--- config.mk ---
export PLATFORM = sky130hd
export DESIGN_NAME = vram_arbiter
export DESIGN_NICKNAME = d
export VERILOG_FILES = /design/src/rtl/vram_arbiter.sv
export SDC_FILE = /design/constraint.sdc
export NUM_CORES = 1
export LEC_CHECK = 0
export BUFFER_PORTS_ARGS = -buffer_cell sky130_fd_sc_hd__buf_4
export CAP_MARGIN = 25
export CORE_UTILIZATION = 50
export CTS_CLUSTER_DIAMETER = 200
export DETAILED_ROUTE_END_ITERATION = 10
export GPL_TIMING_DRIVEN = 0
export PLACE_DENSITY_LB_ADDON = 0.08
export SYNTH_ARGS = -nofsm -noshare
export SYNTH_HDL_FRONTEND = slang
export SYNTH_SLANG_ARGS = --single-unit
--- constraint.sdc ---
create_clock -name clk28 -period 2.2 [get_ports clk28]
set_input_delay 0.22 -clock clk28 [delete_from_list [all_inputs] [get_ports clk28]]
set_output_delay 0.22 -clock clk28 [all_outputs]
set_load 0.005 [all_outputs]
--- src/rtl/vram_arbiter.sv ---
// vram_arbiter: single-port VRAM server giving ULA fetches fixed latency and slotting Z80 accesses into the gaps.
// Define VRAM_PAGE7_EN to drive sram_a[14] from ula_page/cpu_bank7 (32 KB store); otherwise it is tied to 0.
module vram_arbiter #(
  parameter int VADDR_W = 14
) (
  input  logic               clk28,
  input  logic               rst,
  input  logic               ula_vreq,
  input  logic [VADDR_W-1:0] va,
  input  logic               ula_page,
  output logic [7:0]         vramdata,
  input  logic [15:0]        a,
  input  logic               mreq_n,
  input  logic               rd_n,
  input  logic               wr_n,
  input  logic               cpu_bank7,
  input  logic [7:0]         din,
  output logic [7:0]         cpu_dout,
  output logic               cpu_vram_sel,
  output logic               cpu_wait_n,
  output logic [VADDR_W:0]   sram_a,
  input  logic [7:0]         sram_din,
  output logic [7:0]         sram_dout,
  output logic               sram_dout_oe,
  output logic               sram_we_n,
  output logic               sram_oe_n
);
  typedef enum logic [2:0] {IDLE, V1, V2, C1, C2} state_t;
  state_t st;
  logic pending, taken, rd, lat_bank, vpage, cbank, capture;
  logic [VADDR_W-1:0] lat_a;
  logic [7:0] lat_d;
`ifdef VRAM_PAGE7_EN
  assign vpage = ula_page;
  assign cbank = cpu_bank7;
`else
  logic unused_page;
  assign vpage = 1'b0;
  assign cbank = 1'b0;
  assign unused_page = ula_page ^ cpu_bank7;
`endif
  assign capture = !mreq_n && a[15:14] == 2'b01 && (!rd_n || !wr_n) && !taken;
  assign cpu_vram_sel = !mreq_n && !rd_n && a[15:14] == 2'b01;
  assign cpu_wait_n = !pending;
  // taken blocks re-capture until mreq_n goes high: one service per machine cycle
  always_ff @(posedge clk28 or posedge rst) begin
    if (rst) begin
      st <= IDLE;
      pending <= 1'b0;
      taken <= 1'b0;
      rd <= 1'b1;
      lat_bank <= 1'b0;
      lat_a <= '0;
      lat_d <= 8'h00;
      vramdata <= 8'h00;
      cpu_dout <= 8'hff;
      sram_a <= '0;
      sram_dout <= 8'h00;
      sram_dout_oe <= 1'b0;
      sram_we_n <= 1'b1;
      sram_oe_n <= 1'b1;
    end else begin
      if (mreq_n) taken <= 1'b0;
      else if (capture) taken <= 1'b1;
      if (capture) begin
        lat_a <= a[VADDR_W-1:0];
        lat_d <= din;
        rd <= wr_n;
        lat_bank <= cbank;
      end
      if (capture) pending <= 1'b1;
      else if (st == C2) pending <= 1'b0;
      case (st)
        IDLE, V2: begin
          if (st == V2) vramdata <= sram_din;
          if (ula_vreq) begin
            st <= V1;
            sram_a <= {vpage, va};
            sram_oe_n <= 1'b0;
            sram_dout_oe <= 1'b0;
          end else if (pending) begin
            st <= C1;
            sram_a <= {lat_bank, lat_a};
            sram_oe_n <= !rd;
            sram_dout_oe <= !rd;
            if (!rd) sram_dout <= lat_d;
          end else begin
            st <= IDLE;
            sram_oe_n <= 1'b1;
            sram_dout_oe <= 1'b0;
          end
        end
        V1: st <= V2;
        C1: begin
          st <= C2;
          sram_we_n <= rd;
        end
        C2: begin
          st <= IDLE;
          sram_we_n <= 1'b1;
          sram_oe_n <= 1'b1;
          if (rd) cpu_dout <= sram_din;
        end
        default: st <= IDLE;
      endcase
    end
  end
endmodule
==> Yosys cells after proc, flatten, opt, wreduce, memory -nomap -nowiden <==
Index checks and enable logic that the tools add are counted.
Widths: inputs -> output; s select.
{ "word_totals": {"register_bits": 70, "in_bits": 54, "output_inout_bits": 44} }
{ "op_classes": {"eq_ne": 5, "n_mux": 15, "bitwise_logic": 2, "reduce_logical": 23} }
{ "ops": {"columns": ["cell", "count"], "rows": [
  ["$mux 15", 2],
  ["$reduce_bool 2->1", 5],
  ["$pmux 3 s3", 1],
  ["$mux 1", 8],
  ["$eq 3x2->1 const B", 2],
  ["$logic_not 1->1", 6],
  ["$reduce_and 2->1", 3],
  ["$logic_and 1x1->1", 5],
  ["$mux 2", 2],
  ["$pmux 1 s2", 2],
  ["$reduce_and 4->1", 1],
  ["$eq 3x1->1 const B", 1],
  ["$eq 3x3->1 const B", 1],
  ["$logic_not 3->1", 1],
  ["$eq 2x1->1 const B", 1],
  ["$not 1->1", 2],
  ["$reduce_or 2->1", 1],
  ["$logic_or 1x1->1", 1]
]} }

==> Longest topological paths before layout <==
{ "depth": {"word_depth": 6, "mapped_depth": 5, "mapped_depth_nobuf": 3} }

==> Least setup slack after synthesis <==
No wires, ideal clock.
{ "synth_path": {"path_type": "reg2reg", "startpoint": "register st[0]", "endpoint": "register sram_a[0]", "setup_ns": 0.125, "t_arrival_ns": 1.385, "t_required_ns": 2.075, "setup_slack_ns": 0.690, "path_stages_with_launch": 5, "path_buffers": 2, "path_cell_list": "dfrtp_1 -> buf_2 -> nor3_2 -> buf_6 -> mux2_2"} }
{ "synth_between": {"elab_chain_cells": 3} }
{ "synth_rtl": {"columns": ["element", "line_no", "rtl"], "rows": [
  ["from (decl)", "29", "state_t st;"],
  ["from (signal assigned)", "48", "st <= IDLE;"],
  ["from (signal assigned)", "77", "st <= V1;"],
  ["from (signal assigned)", "82", "st <= C1;"],
  ["$eq 3x2->1 or $logic_not 3->1 (tied branches)", "73", "case (st)"],
  ["$reduce_or 2->1 *", "73", null],
  ["$reduce_and 2->1 (no line) *", null, null],
  ["to (signal assigned)", "78", "sram_a <= {vpage, va};"],
  ["to (signal assigned)", "83", "sram_a <= {lat_bank, lat_a};"],
  ["to (decl)", "21", "output logic [VADDR_W:0] sram_a,"]
]} }
Every way passes the cells marked *; elsewhere a longest branch is shown, timed or not.
A chain may end at the register's enable or synchronous reset.

==> Final worst setup path <==
{ "layout_path": {"startpoint": "register st[0]", "endpoint": "register sram_a[2]"} }
Same word-level chain as after synthesis.

==> impl_metrics.toml <==
[clock_network]
ctsResizeCount = 0
cts_made_buffers = 9
cts.path.max_buffers = 2
cts.hold.buffers_added = 0
cts.htree.levels = 3
clock_latency_ps = 340
clock_sink_count = 69
clockRootBuffer = "clkbuf_8"
clk_pin_slew_ps = 70
cts_tree = "built"
post-cts-setup-buffers = 0

[detailed_routing]
drtIter0Drc = 77
dr_total_vias = 1828
finalWirelength_um = 5422
drc = 0
wl_per_cell_um = 14.81
vias_per_cell = 4.995
dr.pass1.iters = 3
postRouteAntennaNets = 0

[critical_path]
worstReg2RegEnd = "sram_a[2]$_DFFE_PP0P_"
timing.rr.start = "st[0]$_DFF_PP0_"
cp_max_fo = 10
cp_cell_sequence = "buf_2 > nor3_2 > buf_6 > mux2_2"
cpPeakStageDelay_ps = 490
critPathArrivalTime_ps = 1950
criticalPathCategory = "register to register"
cp_slowest_cell = "nor3_2"
ff2ff_path_depth = 4
cp.required_ps = 2420
cp-end-kind = "register"
worstSetupStartpointType = "register"
reg2reg_slack_ps = 460

[pwr]
p_leak_nw = 1.843
p_sw_share_pct = 26.25
irDropWorstVdd_mv = 0.9386
p_comb_share_pct = 33.4
seqPwrFrac_pct = 40.5
switching_power_mw = 1.385
power_density_nw_per_um2 = 1344
p_int_mw = 3.891
power.share.clock_pct = 26.1
totalPowerFinal_mw = 5.276

[timing]
rsz0062_at_grt = "no"
finalHoldViolations = 0
slew_headroom_pct = 45.72
finClkSkew_ps = 6.300
post-route-min-period_ps = 1737
worstMarginPinSlew_ps = 814.3
max_freq_mhz = 575.7
drv_slew = 0
period_share_pct = 78.95
setup_viol = 0

[grt]
grt_pass1_wl_um = 9066
overflow = 0
antenna_found_initial = 0
grt_pass1_vias = 1903
grt_max_degree = 70
grt_usage_pct = 19.91

[cells_and_area]
num-nets-final = 343
diodes = 0
layout.cells.non_filler = 366
layout-drive-gt1-share_pct = 71.77
post-route-util_pct = 71.30
syn_to_final_growth_pct = 37.09

[logic_synthesis]
ys_ff_latch = 69
postSynthAreaPerCell_um2 = 15.48
synth.distinct_cells = 25
syn_area_um2 = 2864
synth.yosys.warnings = 0
yosys.area.top_type = "dfrtp_1"
yosysSeqAreaShare_pct = 60.77
synthTopCellsByArea = "dfrtp_1, mux2_2, dfstp_2"
netlist.area_leader.share_pct = 50.68
synthesis.nets = 239
synthCells = 185

[die]
start_util_pct = 52.01
die_h_um = 77.69
die_x_um = 77.69
rows = 27
die-area_um2 = 6035
core_area_um2 = 5507
top_level_ports = 98

[job]
maxCapViolations = 0

[place]
gp_congestion = 0.7042
dp_cells = 350
place_hpwl_um = 3773
port_buffers = 93

[outcome]
status = "complete, no violations"

[min_path]
worstHoldEndpoint = "taken$_DFFE_PP0P_"
hp-class = "primary input to register"
holdCritStartpoint = "mreq_n"
min_path_cells = 2
routing by layer:
layer	global-route usage, %	vias to the layer above	share of wire [%]
met1	24.63	905	43
met5	0	-	0
met3	6.235	11	6.1
li1	-	852	-
met4	7.925	0	1.4
met2	32.48	60	50
final cells by class:
cell class	count	area (µm²)
flip-flops and latches	69	1740
fillers	394	1580
multi-input cells	103	1049
repair buffers	93	698.2
clock buffers	10	137.6
clock inverters	6	133.9
well taps	72	90.09
plain buffers	9	60.06
inverters	4	17.52
cells by family (layout without fill, tap and decap cells):
logic type | after synthesis | after routing | synth area share, %
mux | 76 | 76 | 29.88
flops | 69 | 69 | 60.77
other cells | 1 | 1 | 0.1309
simple gates | 18 | 18 | 4.850
buf+inv | 13 | 122 | 2.621
compound gates | 8 | 8 | 1.748
worst max path at each step:
stage	startpoint	to	slack (ps)
after CTS	st[0]$_DFF_PP0_	sram_a[2]$_DFFE_PP0P_	440
after detailed placement	st[0]$_DFF_PP0_	sram_a[13]$_DFFE_PP0P_	460
after global routing	st[0]$_DFF_PP0_	sram_a[7]$_DFFE_PP0P_	370
after global placement	rst	lat_d[6]$_DFFE_PP0P_	-610
final	st[0]$_DFF_PP0_	sram_a[2]$_DFFE_PP0P_	460
after floorplan	rst	lat_a[0]$_DFFE_PP0P_	260
sequential cells by signal, summed over array words and instances, names as in the netlist, 3 cells and up:
register	count
cpu_dout	8
lat_d	8
st	3
sram_dout	8
vramdata	8
lat_a	14
sram_a	14
Yosys cell counts (all sizes together):
| master | count |
|---|---|
| o311ai | 1 |
| nand2 | 3 |
| conb | 1 |
| buf | 9 |
| nor4 | 1 |
| nor2 | 5 |
| inv | 4 |
| dfstp | 11 |
| o32a | 1 |
| dfrtp | 58 |
| and2 | 1 |
| nand3b | 1 |
| a31oi | 1 |
| nor3 | 1 |
| o21ai | 3 |
| a21oi | 2 |
| nor2b | 1 |
| nor3b | 2 |
| mux2 | 76 |
| nand2b | 2 |
| and3 | 1 |
critical path, delay by kind of cell, from the launching register on:
kind / cells / cell delay [ps]
and+or+nand+nor: 1 / 490
buffers and inverters: 2 / 420
DFF: 1 / 360
muxes: 1 / 350
power by group through the flow:
stage	logic [mW]	registers (mW)	clock network, mW
floorplan	0.929	2.14	0
global placement	1.74	2.13	0
detailed placement	1.79	2.16	0
CTS	1.79	2.14	1.40
global route	1.90	2.22	1.46
finish	1.76	2.14	1.38
cells in the final DEF, fill, tap and decap left out:
| master | instances |
|---|---|
| nor3b_2 | 1 |
| conb_1 | 1 |
| buf_4 | 94 |
| nand2b_4 | 1 |
| buf_6 | 2 |
| nor2b_1 | 1 |
| o311ai_0 | 1 |
| o21ai_0 | 3 |
| and2_1 | 1 |
| buf_2 | 6 |
| mux2_2 | 76 |
| nand2b_1 | 1 |
| bufinv_16 | 4 |
| and3_1 | 1 |
| clkinv_2 | 1 |
| a31oi_1 | 1 |
| nand3b_1 | 1 |
| inv_1 | 3 |
| clkinv_4 | 1 |
| a21oi_1 | 2 |
| inv_4 | 1 |
| dfrtp_1 | 58 |
| nor2_1 | 5 |
| nand2_1 | 3 |
| o32a_1 | 1 |
| nor4_4 | 1 |
| dfstp_2 | 11 |
| nor3_2 | 1 |
| clkbuf_8 | 10 |
| nor3b_4 | 1 |
through the flow:
stage | setup WS, ps | hold WS, ps | TNS, ps | area [µm²]
2_1_floorplan | 258.3 | 286.4 | 0 | 2864
3_3_place_gp | -613.5 | 391.7 | -35380 | 3652
3_5_place_dp | 458.8 | 391.7 | 0 | 3655
4_1_cts | 436.7 | 23.96 | 0 | 3926
5_1_grt | 371.3 | 30.38 | 0 | 3926
6_report | 463.0 | 37.53 | 0 | 3926
(Power assumes the default switching activity.)
